===== src/rtl/kb_link_pkg.sv =====
// kb_link_pkg: shared types and constants for the dual Manchester link arbiter.
// Holds the arbiter state encoding, the comm_state bit positions and the
// per-channel error counter width.
package kb_link_pkg;

    localparam int ERR_CNT_W = 4;
    localparam int COMM_W    = 16;

    typedef enum logic [1:0] {
        IDLE  = 2'd0,
        RUN_A = 2'd1,
        RUN_B = 2'd2,
        FAULT = 2'd3
    } linkState_t;

    localparam int CS_STATE_HI   = 15;
    localparam int CS_STATE_LO   = 14;
    localparam int CS_SEL_B      = 13;
    localparam int CS_LINK_FAULT = 12;
    localparam int CS_ERRA_HI    = 11;
    localparam int CS_ERRA_LO    = 8;
    localparam int CS_ERRB_HI    = 7;
    localparam int CS_ERRB_LO    = 4;
    localparam int CS_TIMEOUT_A  = 3;
    localparam int CS_TIMEOUT_B  = 2;
    localparam int CS_SEEN_A     = 1;
    localparam int CS_SEEN_B     = 0;

endpackage


===== src/rtl/kb_link_arbiter_if.sv =====
// kb_link_arbiter_if: receiver/transmitter/DSP-facing signal bundle of the
// link arbiter. The master side drives the frame pulses and control inputs,
// the slave side (the arbiter) drives the selection and status outputs.
interface kb_link_arbiter_if;
    import kb_link_pkg::*;

    logic              frame_ok_a;
    logic              frame_ok_b;
    logic              frame_err_a;
    logic              frame_err_b;
    logic              tx_en;
    logic              fault_clr;
    logic              sel_b;
    logic              rdint_sel;
    logic              tx_fs;
    logic              link_fault;
    logic [7:0]        switch_cnt;
    logic [COMM_W-1:0] comm_state;

    modport master (
        output frame_ok_a, frame_ok_b, frame_err_a, frame_err_b, tx_en, fault_clr,
        input  sel_b, rdint_sel, tx_fs, link_fault, switch_cnt, comm_state
    );

    modport slave (
        input  frame_ok_a, frame_ok_b, frame_err_a, frame_err_b, tx_en, fault_clr,
        output sel_b, rdint_sel, tx_fs, link_fault, switch_cnt, comm_state
    );

endinterface


===== src/rtl/kb_chan_health.sv =====
// kb_chan_health: health tracker for one link channel. A watchdog counts
// cycles since the last good frame, an error counter counts consecutive bad
// frames, and a seen flag records that the channel has ever delivered a good
// frame since reset or the last return to IDLE. An error in the same cycle as
// a good frame wins: the error is counted and the watchdog keeps running.
module kb_chan_health
    import kb_link_pkg::*;
#(
    parameter int TIMEOUT_CYC = 100000,
    parameter int ERR_LIMIT   = 3
) (
    input  logic                 clk,
    input  logic                 reset,
    input  logic                 clr,
    input  logic                 frameOk,
    input  logic                 frameErr,
    output logic                 healthy,
    output logic                 timeout,
    output logic [ERR_CNT_W-1:0] errCnt,
    output logic                 seen
);

    localparam int                   WD_W    = $clog2(TIMEOUT_CYC + 1);
    localparam logic [WD_W-1:0]      WD_MAX  = WD_W'(TIMEOUT_CYC);
    localparam logic [ERR_CNT_W-1:0] ERR_MAX = '1;
    localparam logic [ERR_CNT_W-1:0] ERR_LIM = ERR_CNT_W'(ERR_LIMIT);

    logic [WD_W-1:0] wdCnt;

    // Watchdog: restart on a clean good frame, otherwise count up and stick at the limit
    always_ff @(posedge clk or posedge reset) begin
        if (reset)
            wdCnt <= '0;
        else if (frameOk && !frameErr)
            wdCnt <= '0;
        else if (wdCnt != WD_MAX)
            wdCnt <= wdCnt + WD_W'(1);
    end

    // Consecutive error count: saturating increment on error, cleared by a clean good frame
    always_ff @(posedge clk or posedge reset) begin
        if (reset)
            errCnt <= '0;
        else if (frameErr) begin
            if (errCnt != ERR_MAX)
                errCnt <= errCnt + ERR_CNT_W'(1);
        end
        else if (frameOk)
            errCnt <= '0;
    end

    // Seen flag: latched by the first good frame, dropped when the arbiter re-enters IDLE
    always_ff @(posedge clk or posedge reset) begin
        if (reset)
            seen <= 1'b0;
        else if (clr)
            seen <= 1'b0;
        else if (frameOk)
            seen <= 1'b1;
    end

    assign timeout = (wdCnt == WD_MAX);
    assign healthy = seen && !timeout && (errCnt < ERR_LIM);

endmodule


===== src/rtl/kb_link_arbiter.sv =====
// kb_link_arbiter: redundancy arbiter and transmit scheduler for the dual
// Manchester link. Tracks health of channels A and B, selects the active
// channel, flags a link fault when both are lost and produces the periodic
// transmit frame strobe.
// Optional feature macro: KB_REVERT_A_EN -- while B is active, a run of
// REVERT_FRAMES consecutive good A frames switches back to A.
module kb_link_arbiter
    import kb_link_pkg::*;
#(
    parameter int TIMEOUT_CYC   = 100000,
    parameter int ERR_LIMIT     = 3,
`ifdef KB_REVERT_A_EN
    parameter int REVERT_FRAMES = 8,
`endif
    parameter int TX_PERIOD     = 10000
) (
    input  logic               clk_100M,
    input  logic               reset,
    kb_link_arbiter_if.slave   bus
);

    localparam int             TX_W    = (TX_PERIOD > 1) ? $clog2(TX_PERIOD) : 1;
    localparam logic [TX_W-1:0] TX_LAST = TX_W'(TX_PERIOD - 1);

    linkState_t           state;
    linkState_t           nextState;
    logic                 doSwitch;
    logic                 chanClr;
    logic                 revertReq;
    logic                 healthyA, healthyB;
    logic                 timeoutA, timeoutB;
    logic                 seenA, seenB;
    logic [ERR_CNT_W-1:0] errCntA, errCntB;
    logic [TX_W-1:0]      txCnt;
    logic [COMM_W-1:0]    commWord;

    assign chanClr = (nextState == IDLE) && (state != IDLE);

    kb_chan_health #(.TIMEOUT_CYC(TIMEOUT_CYC), .ERR_LIMIT(ERR_LIMIT)) healthA (
        .clk(clk_100M), .reset(reset), .clr(chanClr),
        .frameOk(bus.frame_ok_a), .frameErr(bus.frame_err_a),
        .healthy(healthyA), .timeout(timeoutA), .errCnt(errCntA), .seen(seenA)
    );

    kb_chan_health #(.TIMEOUT_CYC(TIMEOUT_CYC), .ERR_LIMIT(ERR_LIMIT)) healthB (
        .clk(clk_100M), .reset(reset), .clr(chanClr),
        .frameOk(bus.frame_ok_b), .frameErr(bus.frame_err_b),
        .healthy(healthyB), .timeout(timeoutB), .errCnt(errCntB), .seen(seenB)
    );

`ifdef KB_REVERT_A_EN
    localparam int              REV_W   = $clog2(REVERT_FRAMES + 1);
    localparam logic [REV_W-1:0] REV_MAX = REV_W'(REVERT_FRAMES);

    logic [REV_W-1:0] revCnt;

    // Run length of clean A frames while B is active; any A trouble restarts the run
    always_ff @(posedge clk_100M or posedge reset) begin
        if (reset)
            revCnt <= '0;
        else if (state != RUN_B || bus.frame_err_a || timeoutA)
            revCnt <= '0;
        else if (bus.frame_ok_a && revCnt != REV_MAX)
            revCnt <= revCnt + REV_W'(1);
    end

    assign revertReq = (revCnt == REV_MAX);
`else
    assign revertReq = 1'b0;
`endif

    // State register
    always_ff @(posedge clk_100M or posedge reset) begin
        if (reset)
            state <= IDLE;
        else
            state <= nextState;
    end

    // Next-state selection: A preferred, switchovers counted, FAULT held until cleared
    always_comb begin
        nextState = state;
        doSwitch  = 1'b0;
        case (state)
            IDLE: begin
                if (healthyA)
                    nextState = RUN_A;
                else if (healthyB)
                    nextState = RUN_B;
            end
            RUN_A: begin
                if (!healthyA && healthyB) begin
                    nextState = RUN_B;
                    doSwitch  = 1'b1;
                end
                else if (!healthyA && !healthyB)
                    nextState = FAULT;
            end
            RUN_B: begin
                if (!healthyB && healthyA) begin
                    nextState = RUN_A;
                    doSwitch  = 1'b1;
                end
                else if (!healthyB && !healthyA)
                    nextState = FAULT;
                else if (revertReq && healthyA) begin
                    nextState = RUN_A;
                    doSwitch  = 1'b1;
                end
            end
            FAULT: begin
                if (bus.fault_clr)
                    nextState = IDLE;
            end
            default: nextState = IDLE;
        endcase
    end

    // Channel select and fault flag registered alongside the state
    always_ff @(posedge clk_100M or posedge reset) begin
        if (reset) begin
            bus.sel_b      <= 1'b0;
            bus.link_fault <= 1'b0;
        end
        else begin
            bus.sel_b      <= (nextState == RUN_B);
            bus.link_fault <= (nextState == FAULT);
        end
    end

    // Saturating switchover counter
    always_ff @(posedge clk_100M or posedge reset) begin
        if (reset)
            bus.switch_cnt <= '0;
        else if (doSwitch && bus.switch_cnt != 8'hFF)
            bus.switch_cnt <= bus.switch_cnt + 8'd1;
    end

    // Read interrupt: clean good frame on the channel active before this edge
    always_ff @(posedge clk_100M or posedge reset) begin
        if (reset)
            bus.rdint_sel <= 1'b0;
        else begin
            case (state)
                RUN_A:   bus.rdint_sel <= bus.frame_ok_a && !bus.frame_err_a;
                RUN_B:   bus.rdint_sel <= bus.frame_ok_b && !bus.frame_err_b;
                default: bus.rdint_sel <= 1'b0;
            endcase
        end
    end

    // Transmit scheduler: strobe at count 0, counter parked at 0 while disabled
    always_ff @(posedge clk_100M or posedge reset) begin
        if (reset) begin
            txCnt     <= '0;
            bus.tx_fs <= 1'b0;
        end
        else if (!bus.tx_en) begin
            txCnt     <= '0;
            bus.tx_fs <= 1'b0;
        end
        else begin
            bus.tx_fs <= (txCnt == '0);
            txCnt     <= (txCnt == TX_LAST) ? '0 : txCnt + TX_W'(1);
        end
    end

    // Status word assembled from registered state and channel trackers
    always_comb begin
        commWord                            = '0;
        commWord[CS_STATE_HI:CS_STATE_LO]   = state;
        commWord[CS_SEL_B]                  = (state == RUN_B);
        commWord[CS_LINK_FAULT]             = (state == FAULT);
        commWord[CS_ERRA_HI:CS_ERRA_LO]     = errCntA;
        commWord[CS_ERRB_HI:CS_ERRB_LO]     = errCntB;
        commWord[CS_TIMEOUT_A]              = timeoutA;
        commWord[CS_TIMEOUT_B]              = timeoutB;
        commWord[CS_SEEN_A]                 = seenA;
        commWord[CS_SEEN_B]                 = seenB;
    end

    assign bus.comm_state = commWord;

endmodule


===== src/flat_wrapper.sv =====
// flat-port wrapper written by rule: the top's interface ports become plain ports
module kb_link_arbiter_flat import kb_link_pkg::*;
#(
    parameter int TIMEOUT_CYC   = 100000,
    parameter int ERR_LIMIT     = 3,

    parameter int TX_PERIOD     = 10000
)
  (clk_100M, reset, bus_frame_ok_a, bus_frame_ok_b, bus_frame_err_a, bus_frame_err_b, bus_tx_en, bus_fault_clr, bus_sel_b, bus_rdint_sel, bus_tx_fs, bus_link_fault, bus_switch_cnt, bus_comm_state);
  kb_link_arbiter_if bus_i ();
  input  logic clk_100M;
  input  logic reset;
  input wire logic [$bits(bus_i.frame_ok_a)-1:0] bus_frame_ok_a;
  input wire logic [$bits(bus_i.frame_ok_b)-1:0] bus_frame_ok_b;
  input wire logic [$bits(bus_i.frame_err_a)-1:0] bus_frame_err_a;
  input wire logic [$bits(bus_i.frame_err_b)-1:0] bus_frame_err_b;
  input wire logic [$bits(bus_i.tx_en)-1:0] bus_tx_en;
  input wire logic [$bits(bus_i.fault_clr)-1:0] bus_fault_clr;
  output wire logic [$bits(bus_i.sel_b)-1:0] bus_sel_b;
  output wire logic [$bits(bus_i.rdint_sel)-1:0] bus_rdint_sel;
  output wire logic [$bits(bus_i.tx_fs)-1:0] bus_tx_fs;
  output wire logic [$bits(bus_i.link_fault)-1:0] bus_link_fault;
  output wire logic [$bits(bus_i.switch_cnt)-1:0] bus_switch_cnt;
  output wire logic [$bits(bus_i.comm_state)-1:0] bus_comm_state;
  assign bus_i.frame_ok_a = bus_frame_ok_a;
  assign bus_i.frame_ok_b = bus_frame_ok_b;
  assign bus_i.frame_err_a = bus_frame_err_a;
  assign bus_i.frame_err_b = bus_frame_err_b;
  assign bus_i.tx_en = bus_tx_en;
  assign bus_i.fault_clr = bus_fault_clr;
  assign bus_sel_b = bus_i.sel_b;
  assign bus_rdint_sel = bus_i.rdint_sel;
  assign bus_tx_fs = bus_i.tx_fs;
  assign bus_link_fault = bus_i.link_fault;
  assign bus_switch_cnt = bus_i.switch_cnt;
  assign bus_comm_state = bus_i.comm_state;
  kb_link_arbiter #(.TIMEOUT_CYC(TIMEOUT_CYC), .ERR_LIMIT(ERR_LIMIT), .TX_PERIOD(TX_PERIOD)) u_core (.clk_100M(clk_100M), .reset(reset), .bus(bus_i));
endmodule

===== config.mk =====
export PLATFORM = sky130hd
export DESIGN_NAME = kb_link_arbiter_flat
export DESIGN_NICKNAME = d
export VERILOG_FILES = /design/src/rtl/kb_link_pkg.sv /design/src/rtl/kb_link_arbiter_if.sv /design/src/rtl/kb_chan_health.sv /design/src/rtl/kb_link_arbiter.sv /design/src/flat_wrapper.sv
export SDC_FILE = /design/constraint.sdc
export NUM_CORES = 1
export LEC_CHECK = 0
export ABC_AREA = 1
export BUFFER_PORTS_ARGS = -buffer_cell sky130_fd_sc_hd__buf_2
export CAP_MARGIN = 20
export CORE_MARGIN = 3
export CORE_UTILIZATION = 39
export CTS_BUF_LIST = sky130_fd_sc_hd__clkbuf_4 sky130_fd_sc_hd__clkbuf_8
export CTS_CLUSTER_DIAMETER = 120
export DETAILED_ROUTE_END_ITERATION = 10
export PLACE_DENSITY_LB_ADDON = 0.05
export SETUP_SLACK_MARGIN = 0.2
export SLEW_MARGIN = 5
export SYNTH_ARGS = -nofsm -noshare
export SYNTH_HDL_FRONTEND = slang
export SYNTH_SLANG_ARGS = --single-unit

===== constraint.sdc =====
create_clock -name clk_100M -period 2.55 [get_ports clk_100M]
set_input_delay 0.51 -clock clk_100M [delete_from_list [all_inputs] [get_ports clk_100M]]
set_output_delay 0.51 -clock clk_100M [all_outputs]
set_load 0.01 [all_outputs]

After elaboration in Yosys (flattened, before gate mapping). Index checks and enable logic that the tools add are counted.

$add $sub $neg: 6. Order comparisons: 2. Equal/unequal tests: 15. Multiplexer cells: 28. Reduce and logical (&&, ||, !) cells: 29.

Operator list (number): two-way mux 17 bit (4); adder 17 x 1 -> 17 bit, second input constant (2); equality test 17 bit, second input constant (2); inequality test 17 bit, second input constant (2); two-way mux 14 bit (2); two-way mux 4 bit (6); adder 14 x 1 -> 14 bit, second input constant (1); equality test 14 bit, second input constant (1); logical NOT 14 bit (1); nonzero test 2 bit (7); two-way mux 2 bit (6); logical AND 1 bit (11); adder 4 x 1 -> 4 bit, second input constant (2); adder 8 x 1 -> 8 bit, second input constant (1); equality test 2 bit, second input constant (4); less-than comparator 4 x 2 -> 1 bit, second input constant (2); inequality test 4 bit, second input constant (2); inequality test 8 bit, second input constant (1); case mux 2 bit (4 select lines) (1); two-way mux 1 bit (7); logical NOT 1 bit (6); logical NOT 2 bit (2); inequality test 2 x 1 -> 1 bit, second input constant (2); case mux 1 bit (2 select lines) (2); 2 further kinds (3).

Bits in registers: 72. Bits of input ports: 8. Output and inout bits: 28.

Longest topological paths before layout. Gate-level depths: netlist (run 1).

Depth in word-level cells: 12. Depth in mapped cells: 15.

Cells and area by module. Synthesis (run 1) repeated with hierarchy kept, for this count alone.

Cell total of the unflattened synthesis: 623. Area total of the unflattened synthesis: 4436.8 um2.

By module, submodules not included: kb_link_arbiter (instances 1, cells an instance 232, area an instance 1715.4 um2, sequential area each 700.7 um2); kb_chan_health at u_core.healthA (instances 1, cells an instance 201, area an instance 1371.3 um2, sequential area each 550.5 um2); kb_chan_health at u_core.healthB (instances 1, cells an instance 190, area an instance 1350.0 um2, sequential area each 550.5 um2).

Least setup slack after synthesis (run 1). No wires, ideal clock.

Kind: register -> register. Start: register u_core.healthA.errCnt[0]. End: register u_core.bus.switch_cnt[6]. Setup time: 0.122 ns. Data arrival time: 1.642 ns. Required time: 2.428 ns. Slack: 0.786 ns. Stages on the path, launching flop included: 10. Path buffers: 1. Path through: dfrtp_1 -> ha_1 -> or2_1 -> nor2_2 -> nand3_4 -> o21ai_4 -> nand2_4 -> buf_6 -> nand2_2 -> o21ai_2.

Longest elaborated chain between the ends: 7.

Ends and longest elaborated chain: start, declared (RTL line kb_chan_health.sv:19) `output logic [ERR_CNT_W-1:0] errCnt,`; start signal, assigned (RTL line kb_chan_health.sv:46) `errCnt <= errCnt + ERR_CNT_W'(1);`; less-than comparator 4 x 2 -> 1 bit (*) (RTL line kb_chan_health.sv:63) `assign healthy = seen && !timeout && (errCnt < ERR_LIM);`; logical AND 1 bit (*) (RTL line kb_chan_health.sv:63); logical NOT 1 bit (RTL line kb_link_arbiter.sv:92, kb_link_arbiter.sv:104); logical AND 1 bit (RTL line kb_link_arbiter.sv:92) `if (!healthyA && healthyB) begin`; two-way mux 1 bit (RTL line kb_link_arbiter.sv:92); case mux 1 bit (2 select lines) (*) (RTL line kb_link_arbiter.sv:84) `case (state)`; logical AND 1 bit (*) (RTL line kb_link_arbiter.sv:135) `else if (doSwitch && bus.switch_cnt != 8'hFF)`; end signal, assigned (RTL line kb_link_arbiter.sv:136) `bus.switch_cnt <= bus.switch_cnt + 8'd1;`; end, declared (RTL line kb_link_arbiter_if.sv:27) `output sel_b, rdint_sel, tx_fs, link_fault, switch_cnt, comm_state`.

Mark *: on every way between the ends. The rest lies on a longest branch, timed or not. A chain may end at the register's enable or synchronous reset.

Worst setup path after layout (run 1).
Start: register u_core.healthB.wdCnt[0]. End: output port bus_comm_state[2].

Longest elaborated chain between the ends: 1.

Ends and longest elaborated chain: start, declared (RTL line kb_chan_health.sv:28) `logic [WD_W-1:0] wdCnt;`; start signal, assigned (RTL line kb_chan_health.sv:37) `wdCnt <= wdCnt + WD_W'(1);`; equality test 17 bit (RTL line kb_chan_health.sv:62) `assign timeout = (wdCnt == WD_MAX);`; end, declared (RTL line flat_wrapper.sv:24) `output wire logic [$bits(bus_i.comm_state)-1:0] bus_comm_state;`.

Every way passes these cells.

==> out/summary.txt, run 1 <==
outcome - finished clean
post-CTS resize count - 0
largest net degree at the start of global routing - 30
root buffer cell - clkbuf_8
CP Buf/Inv Count - 2
first drt pass iteration count - 4
critical path's slowest cell - dfrtp_1
fill cell count - 1016
reg2reg setup slack - 0.64 ns
first-pass GRT wire length - 14600 um
CP top delay family - simple AND/OR/NAND/NOR gates
CTS tree - yes
Peak Freq - 0.456 GHz
total grt overflow - 0
post-synthesis sequential area ratio - 0.453
Die X - 107 um
r2r endpoint - u_core.bus.switch_cnt[0]$_DFFE_PP0P_
Detailed Place HPWL - 6400 um
layout cells sized above 1 - 0.173
final std cells w/o fill - 676
most frequent cells in the layout - 85 x nand2_1, 72 x dfrtp_1, 66 x inv_1
crit path capture type - output port
Max Cap Viol - 0
Synth Warn # - 0
Antenna Nets Post-Route - 0
Ports - 36
Pwr Density - 775 nW/um^2
Worst-Margin Slew - 0.544 ns
Fin. Hold Viols - 0
Crit Path Max Fanout - 5
commonest non-fill, non-tap cell in the layout - nand2_1
RSZ-0062 raised after global routing - no
Reg2Reg Depth - 7
Mapped Area - 3980 sq um
main area contributors after synthesis - dfrtp_1 45%, nand2_1 8.0%, inv_1 6.4%
critical path type - register to output port
initial core utilization - 0.403
dpl ws - 0.635 ns
CORE AREA - 9860 sq um
Post-CTS Hold Buffers - 0
# setup viols final - 0
DR iter-0 viols - 108
CTS H-Tree Depth - 3
worst r2r src - u_core.healthA.errCnt[0]$_DFFE_PP0P_
Worst Hold Class - input port to asynchronous set/reset pin
setup ws final - 0.356 ns
Leak - 2.16 nW
Routed Wire Length - 8420 um
DP Cell Count - 660
Rows - 36
cells along the critical path - inv_1 -> ha_1 -> nand2_1 -> nor2_1 -> nand2_1 -> nor2_1 -> buf_2
CTS buffer count - 9
Yosys top cell by area - dfrtp_1
Die Area - 11400 sq um
cell count after synthesis - 494
vias - 3279
CP Launch Type - register
gr usage total - 0.161
Yosys cell types - 42
vias in the first global route - 3132
period utilization - 0.860
fin nets - 559
Sink Count - 72
via/cell ratio - 4.85
critical path arrival - 1.68 ns
Slew HR - 0.636
area grow syn2layout - 14.0%
die height - 107 um
initial antenna violation count - 0
CTS clk-pin slew, worst paths - 0.08 ns
CP peak stage delay - 0.40 ns
Synth Area per Inst - 8.05 sq um
DRC - 0
post-synthesis register bit count - 72
wire per inst - 12.5 um
Mapped Nets - 515
port bufs - 35
post-route setup TNS - 0 ns
ant diodes - 0
minimum clock period after layout - 2.19 ns
maximum vdd drop - 0.326 mV
Setup Fix Bufs, Post-CTS - 0
Clock Latency Late Sink - 0.35 ns
Clock Path Buffers - 2
final RePlAce weighted congestion - 0.819
final setup skew - 0.00944 ns
critical path required time - 2.04 ns
Yosys top cell area share - 0.453
Final Max Slew Viols - 0
-- kinds of logic after synthesis --
| family | share of synthesized area |
|---|---|
| simple gates | 0.280 |
| xor+xnor | 0.0330 |
| buf+inv | 0.0831 |
| fa+ha+maj | 0.0409 |
| flops | 0.453 |
| compound gates | 0.110 |
-- worst max path at each step --
stage	endpoint	startpoint	depth (start not counted)
after floorplan	u_core.bus.link_fault$_DFF_PP0_	reset	1
after global placement	u_core.bus.switch_cnt[0]$_DFFE_PP0P_	u_core.healthA.wdCnt[0]$_DFFE_PP0P_	12
after detailed placement	u_core.bus.switch_cnt[0]$_DFFE_PP0P_	u_core.healthA.errCnt[0]$_DFFE_PP0P_	7
after CTS	bus_comm_state[3]	u_core.healthA.wdCnt[0]$_DFFE_PP0P_	7
after global routing	bus_comm_state[3]	u_core.healthA.wdCnt[0]$_DFFE_PP0P_	7
final	bus_comm_state[2]	u_core.healthB.wdCnt[0]$_DFFE_PP0P_	7
-- Yosys cell counts --
cell type,n
a2111oi_0,1
a211oi_1,2
a21oi_1,32
a31o_2,1
a31oi_1,2
a32o_1,1
a41oi_1,1
and3_1,1
buf_4,4
buf_6,1
clkbuf_1,2
clkinv_1,1
dfrtp_1,72
ha_1,13
inv_1,68
inv_2,6
nand2_1,85
nand2_2,6
nand2_4,2
nand3_1,35
nand3_2,1
nand3_4,2
nand3b_1,1
nand4_1,9
nor2_1,61
nor2_2,8
nor3_1,9
nor3_2,2
nor3b_1,4
nor4_1,7
nor4_2,1
o211ai_1,1
o21a_1,1
o21ai_0,27
o21ai_1,2
o21ai_2,3
o21ai_4,1
o221a_2,1
or2_1,1
or2_2,1
xnor2_1,9
xor2_1,6
-- flip-flops by register name, summed over array words and instances, names as in the netlist --
register	cells
u_core.healthA.errCnt	4
u_core.bus.switch_cnt	8
u_core.healthB.errCnt	4
u_core.txCnt	14
u_core.healthB.wdCnt	17
u_core.bus.sel_b	1
u_core.bus.tx_fs	1
u_core.healthB.seen	1
u_core.healthA.wdCnt	17
u_core.bus.rdint_sel	1
u_core.healthA.seen	1
u_core.bus.link_fault	1
u_core.state	2
-- final cells by class --
| class | count | area (sq um) | share of cell area |
|---|---|---|---|
| Clock buffer | 11 | 151 | 0.0334 |
| Clock inverter | 5 | 55.1 | 0.0121 |
| Inverter | 75 | 282 | 0.0621 |
| Multi-Input combinational cell | 340 | 1850 | 0.408 |
| Sequential cell | 72 | 1800 | 0.398 |
| Tap cell | 133 | 166 | 0.0367 |
| Timing Repair Buffer | 40 | 225 | 0.0497 |
-- where the power goes --
group,internal [W],total (W),leakage [nW],switching (W)
clock network,0.000502,0.000950,0.101,0.000449
registers,0.00130,0.00147,0.967,0.000168
logic,0.000401,0.00109,1.10,0.000693
total,0.00220,0.00351,2.16,0.00131
-- stage by stage --
step / area (sq um) / power [W] / hold WS [ns] / util
2_1_floorplan: 3980 / 0.00227 / 0.432 / -
3_3_place_gp: 4320 / 0.00258 / 0.458 / 0.438
3_5_place_dp: 4320 / 0.00259 / 0.459 / 0.438
4_1_cts: 4530 / 0.00356 / 0.134 / 0.459
5_1_grt: 4530 / 0.00378 / 0.147 / 0.459
6_report: 4530 / 0.00351 / 0.135 / 0.459
-- worst reg2reg max path, cell delays in order (launching register included) --
cell and delay (ns):
dfrtp_1 0.42, ha_1 0.22, or2_1 0.23, nor2_2 0.24, nand3_4 0.12, o21ai_4 0.22, nand2_4 0.16, xor2_1 0.19
-- per-layer routing --
metal  share of wire  up-vias  global-route usage  routed length, um
met5               0        -                   0                  0
met4           0.013        0              0.0584                106
met3           0.034        9              0.0361                285
met2            0.45       45               0.256               3830
met1            0.50     1527               0.216               4200
li1                -     1698                   -                  -
No activity file was read; power rests on OpenSTA's default activity.
==> run 2: changes to the inputs <==
clock period = 2 ns   (was 2.55 ns; I/O delays follow)
==> run 2 against run 1 <==
Clock-buffer cell count down 2. Sequential share of layout area decreased by 2.9 points. Die area is the same. Final area increased by 8.1%. Routed wire length up 10%. Clock skew up 0.0032 ns. Register-to-register slack lost 0.46 ns. Combinational power rose by 65%. Highest routed layer unchanged.
==> out/summary.txt, run 2 (synthesis results as in run 1) <==
Max Cap Viol - 0
period utilization - 0.923
Detailed Place HPWL - 6380 um
r2r endpoint - u_core.bus.switch_cnt[0]$_DFFE_PP0P_
cells along the critical path - inv_2 -> ha_4 -> inv_4 -> nor4_4 -> nand4_1 -> inv_2 -> buf_6
fin nets - 583
fill cell count - 926
critical path arrival - 1.45 ns
DRC - 0
Reg2Reg Depth - 7
post-route setup TNS - 0 ns
maximum vdd drop - 0.504 mV
outcome - finished clean
port bufs - 35
CTS tree - yes
initial antenna violation count - 0
RSZ-0062 raised after global routing - yes
Worst path depth - 7
CP Launch Type - register
CTS H-Tree Depth - 3
initial core utilization - 0.403
critical path type - register to output port
# setup viols final - 0
vias - 3451
Pwr Density - 968 nW/um^2
Leak - 2.32 nW
final RePlAce weighted congestion - 0.844
Rows - 36
CP dominant cell by count - inv_2
CP Buf/Inv Count - 4
biggest regs - u_core.healthA.wdCnt: 17 flops, u_core.healthB.wdCnt: 17 flops, u_core.txCnt: 14 flops
CTS buffer count - 9
total grt overflow - 0
Fin. Hold Viols - 0
ant diodes - 0
via/cell ratio - 4.93
minimum clock period after layout - 1.85 ns
Ports - 36
Final Max Slew Viols - 0
die height - 107 um
Die X - 107 um
Peak Freq - 0.542 GHz
Worst Hold Class - input port to asynchronous set/reset pin
Worst-Margin Slew - 0.586 ns
most frequent cells in the layout - 79 x nand2_1, 69 x dfrtp_1, 57 x inv_1
CP peak stage delay - 0.39 ns
critical path's slowest cell - dfrtp_1
vias in the first global route - 3380
Die Area - 11400 sq um
reg2reg setup slack - 0.18 ns
largest net degree at the start of global routing - 27
CORE AREA - 9860 sq um
crit path capture type - output port
worst r2r src - u_core.healthA.errCnt[1]$_DFFE_PP0P_
Crit Path Max Fanout - 2
Antenna Nets Post-Route - 0
commonest non-fill, non-tap cell in the layout - nand2_1
final setup skew - 0.0126 ns
CTS clk-pin slew, worst paths - 0.09 ns
Clock Path Buffers - 2
total power - 0.00475 W
first drt pass iteration count - 5
area grow syn2layout - 23.3%
Clock Latency Late Sink - 0.36 ns
Sink Count - 72
root buffer cell - clkbuf_8
Slew HR - 0.609
wire per inst - 13.2 um
gr usage total - 0.172
CP top delay family - flip-flops
layout cells sized above 1 - 0.272
first-pass GRT wire length - 15700 um
DR iter-0 viols - 167
Routed Wire Length - 9270 um
critical path required time - 1.60 ns
## run 2: cell count changes in the layout (fill, tap and decap cells not counted), moves of 3 or more
| cell | before | now |
|---|---|---|
| ha_4 | 0 | 4 |
| nand2_2 | 6 | 9 |
| ha_1 | 13 | 8 |
| clkinvlp_4 | 2 | 5 |
| nor2_1 | 61 | 54 |
| inv_1 | 66 | 57 |
| buf_4 | 4 | 24 |
| nand2_4 | 2 | 6 |
| buf_6 | 0 | 4 |
| inv_2 | 8 | 15 |
| nor2_4 | 0 | 5 |
| nand2_1 | 85 | 79 |
| dfrtp_2 | 0 | 3 |
| dfrtp_1 | 72 | 69 |
## run 2: how the worst max path moves through the flow
stage | from | slack (ns) | end
after floorplan | u_core.healthA.errCnt[0]$_DFFE_PP0P_ | 0.24 | u_core.bus.switch_cnt[6]$_DFFE_PP0P_
after global placement | u_core.healthA.errCnt[0]$_DFFE_PP0P_ | 0.18 | u_core.bus.switch_cnt[0]$_DFFE_PP0P_
after detailed placement | u_core.healthA.wdCnt[0]$_DFFE_PP0P_ | 0.14 | u_core.bus.switch_cnt[0]$_DFFE_PP0P_
after CTS | u_core.healthA.wdCnt[0]$_DFFE_PP0P_ | 0.13 | bus_comm_state[3]
after global routing | u_core.healthA.errCnt[1]$_DFFE_PP0P_ | 0.04 | u_core.bus.sel_b$_DFF_PP0_
final | u_core.healthA.wdCnt[0]$_DFFE_PP0P_ | 0.15 | bus_comm_state[3]
## run 2: worst register-to-register path, cell delays in order, from the launching register on
cell     delay (ns)
dfrtp_1        0.42
ha_2           0.19
or2_4          0.24
nor2_4         0.19
nand3_4        0.11
o21ai_4        0.28
nand2_4        0.14
xor2_1         0.16
## run 2: report_power, final
| group | switching, W | internal, W |
|---|---|---|
| clock | 0.000606 | 0.000447 |
| sequential | 0.000234 | 0.00166 |
| combinational | 0.00106 | 0.000739 |
## run 2: area by class of cell
type	instances	area, sq um	share of cell area
Multi-Input combinational cell	341	2040	0.416
Sequential cell	72	1810	0.368
Timing Repair Buffer	63	430	0.0878
Inverter	75	288	0.0587
Tap cell	133	166	0.0340
Clock buffer	9	124	0.0253
Clock inverter	7	48.8	0.00996
## run 2: routing by layer
metal	wire length, um	vias to the layer above	global-route usage
li1	-	1756	-
met1	4590	1642	0.233
met2	4300	48	0.270
met3	310	5	0.0464
met4	74	0	0.0493
met5	0	-	0
## run 2: repair_timing
action / in CTS / in global routing
gates resized for setup: 18 / 41
pin swaps: 7 / 22
gates cloned: 1 / 0
setup endpoints to repair: 15 / 22
buffers inserted: 11 / 12
hold buffers: 0 / 0
## run 2: through the flow
stage / setup WS, ns / util / cells / hold slack [ns] / area, sq um
after floorplan: 0.236 / - / 494 / 0.432 / 3980
after global placement: 0.180 / 0.439 / 660 / 0.461 / 4340
after detailed placement: 0.142 / 0.439 / 660 / 0.472 / 4340
after CTS: 0.134 / 0.472 / 688 / 0.105 / 4660
after global routing: 0.0401 / 0.497 / 700 / 0.113 / 4900
final: 0.155 / 0.497 / 700 / 0.0966 / 4900
==> run 3: changes to the inputs <==
==> constraint.sdc (replaced) <==
create_clock -name clk_100M -period 2 [get_ports clk_100M]
set_input_delay 0 -clock clk_100M [delete_from_list [all_inputs] [get_ports clk_100M]]
set_output_delay 0 -clock clk_100M [all_outputs]
set_load 0.01 [all_outputs]
==> run 3 against run 2 <==
Combinational power decreased by 4%. Sequential power about the same. Flip-flop and latch count unchanged. Fmax increased by 2.2%. Total power decreased by 0.44%. Utilization decreased by 1.3 points. Register-to-register slack improved by 0.02 ns.
==> out/summary.txt, run 3 (synthesis results as in run 1) <==
Peak Freq - 0.554 GHz
Ports - 36
minimum clock period after layout - 1.80 ns
DRC - 0
Rows - 36
total power - 0.00473 W
gr usage total - 0.167
WHS Endpoint - u_core.healthB.errCnt[2]$_DFFE_PP0P_
Final Max Slew Viols - 0
Clock Latency Late Sink - 0.35 ns
via/cell ratio - 4.83
CTS tree - yes
post-route setup TNS - 0 ns
die height - 107 um
total grt overflow - 0
vias in the first global route - 3231
hold path start - bus_frame_err_b
DP Cell Count - 659
Routed Wire Length - 8880 um
CORE AREA - 9860 sq um
# setup viols final - 0
largest net degree at the start of global routing - 62
Hold Crit Depth - 4
DR iter-0 viols - 92
CTS H-Tree Depth - 3
CTS buffer count - 9
first drt pass iteration count - 4
final setup skew - 0.0102 ns
Die X - 107 um
biggest regs - u_core.healthA.wdCnt: 17 flops, u_core.healthB.wdCnt: 17 flops, u_core.txCnt: 14 flops
commonest non-fill, non-tap cell in the layout - nand2_1
root buffer cell - clkbuf_8
CP Buf/Inv Count - 2
fin nets - 580
Slew HR - 0.719
Die Area - 11400 sq um
final instance area - 4780 sq um
Worst-Margin Slew - 0.419 ns
Pwr Density - 989 nW/um^2
critical path's slowest cell - dfrtp_1
critical path type - register to register
vias - 3357
worst r2r src - u_core.healthA.wdCnt[0]$_DFFE_PP0P_
Crit Path Max Fanout - 6
switching share of power - 0.374
crit path capture type - register
Int Pwr - 0.00296 W
Antenna Nets Post-Route - 0
layout cells sized above 1 - 0.228
CTS clk-pin slew, worst paths - 0.08 ns
port bufs - 35
clock network power share - 0.237
reg2reg setup slack - 0.20 ns
period utilization - 0.902
Flop pwr share - 0.396
r2r endpoint - u_core.bus.switch_cnt[0]$_DFFE_PP0P_
final core utilization - 0.484
Worst Hold Class - input port to register
DP Area - 4320 sq um
Detailed Place HPWL - 6260 um
part of the power in combinational logic - 0.367
CP startpoint - u_core.healthA.wdCnt[0]$_DFFE_PP0P_
Leak - 2.27 nW
critical path arrival - 2.03 ns
cells along the critical path - inv_2 -> ha_4 -> inv_1 -> nor2_1 -> nand2_1 -> nor2_2 -> nand3_4 -> nand2_4 -> nand3_4 -> o21ai_4 -> nand2_4 -> xor2_1
initial core utilization - 0.403
initial antenna violation count - 0
Clock Path Buffers - 2
most frequent cells in the layout - 77 x nand2_1, 72 x dfrtp_1, 61 x inv_1
outcome - finished clean
CP peak stage delay - 0.40 ns
fill cell count - 981
ant diodes - 0
maximum vdd drop - 0.513 mV
Reg2Reg Depth - 12
final std cells w/o fill - 695
CP Launch Type - register
final RePlAce weighted congestion - 0.880
wire per inst - 12.8 um
NetSw - 0.00177 W
Sink Count - 72
critical path required time - 2.23 ns
CP top delay family - simple AND/OR/NAND/NOR gates
RSZ-0062 raised after global routing - yes
Fin. Hold Viols - 0
Max Cap Viol - 0
first-pass GRT wire length - 15300 um
area grow syn2layout - 20.1%
run 3: area by class of cell:
class | count | area, sq um | area share
sequential | 72 | 1800 | 0.377
clock buffer | 11 | 139 | 0.0291
multi-input combinational | 341 | 1940 | 0.407
inverter | 75 | 285 | 0.0597
timing repair buffer | 60 | 395 | 0.0828
tap | 133 | 166 | 0.0348
clock inverter | 3 | 45.0 | 0.00943
run 3: power by group through the flow:
stage                     logic, W  clock network (W)  registers, W
after floorplan           0.000988                  0       0.00191
after detailed placement   0.00142                  0       0.00190
after global routing       0.00195            0.00124       0.00190
after CTS                  0.00164            0.00118       0.00187
after global placement     0.00142                  0       0.00190
final                      0.00173            0.00112       0.00187
run 3: per-layer routing:
layer / track usage / wire [um]
met5: 0 / 0
met4: 0.0548 / 184
met2: 0.265 / 4040
met1: 0.219 / 4300
met3: 0.0500 / 349
run 3: repair_timing:
action	CTS	global route
endpoints found under the hold margin	77	0
hold buffers	5	0
gates resized for setup	10	22
endpoints found under the setup margin	12	20
buffers inserted	12	4
gates cloned	1	0
pin swaps	9	17
run 3: worst max-delay path by stage:
stage	to	slack, ns	cells past startpoint
2_1_floorplan	u_core.bus.switch_cnt[6]$_DFFE_PP0P_	0.24	9
3_3_place_gp	u_core.bus.switch_cnt[0]$_DFFE_PP0P_	0.18	7
3_5_place_dp	u_core.bus.switch_cnt[0]$_DFFE_PP0P_	0.12	7
4_1_cts	u_core.bus.switch_cnt[0]$_DFFE_PP0P_	0.20	7
5_1_grt	u_core.bus.switch_cnt[1]$_DFFE_PP0P_	0.1	13
6_report	u_core.bus.switch_cnt[0]$_DFFE_PP0P_	0.20	12
run 3: worst reg2reg max path, delay by kind of cell (launching register included):
family          cells  cell delay [ns]
compound gates      1             0.11
xor+xnor            1             0.16
fa+ha+maj           1             0.12
buf+inv             2             0.12
flops               1             0.40
simple gates        7             0.78
run 3: stage by stage:
step	setup slack, ns	hold WS (ns)
floorplan	0.236	0.115
global placement	0.177	-0.0228
detailed placement	0.121	-0.0204
CTS	0.202	0.0200
global route	0.0982	0.0481
finish	0.195	0.0473
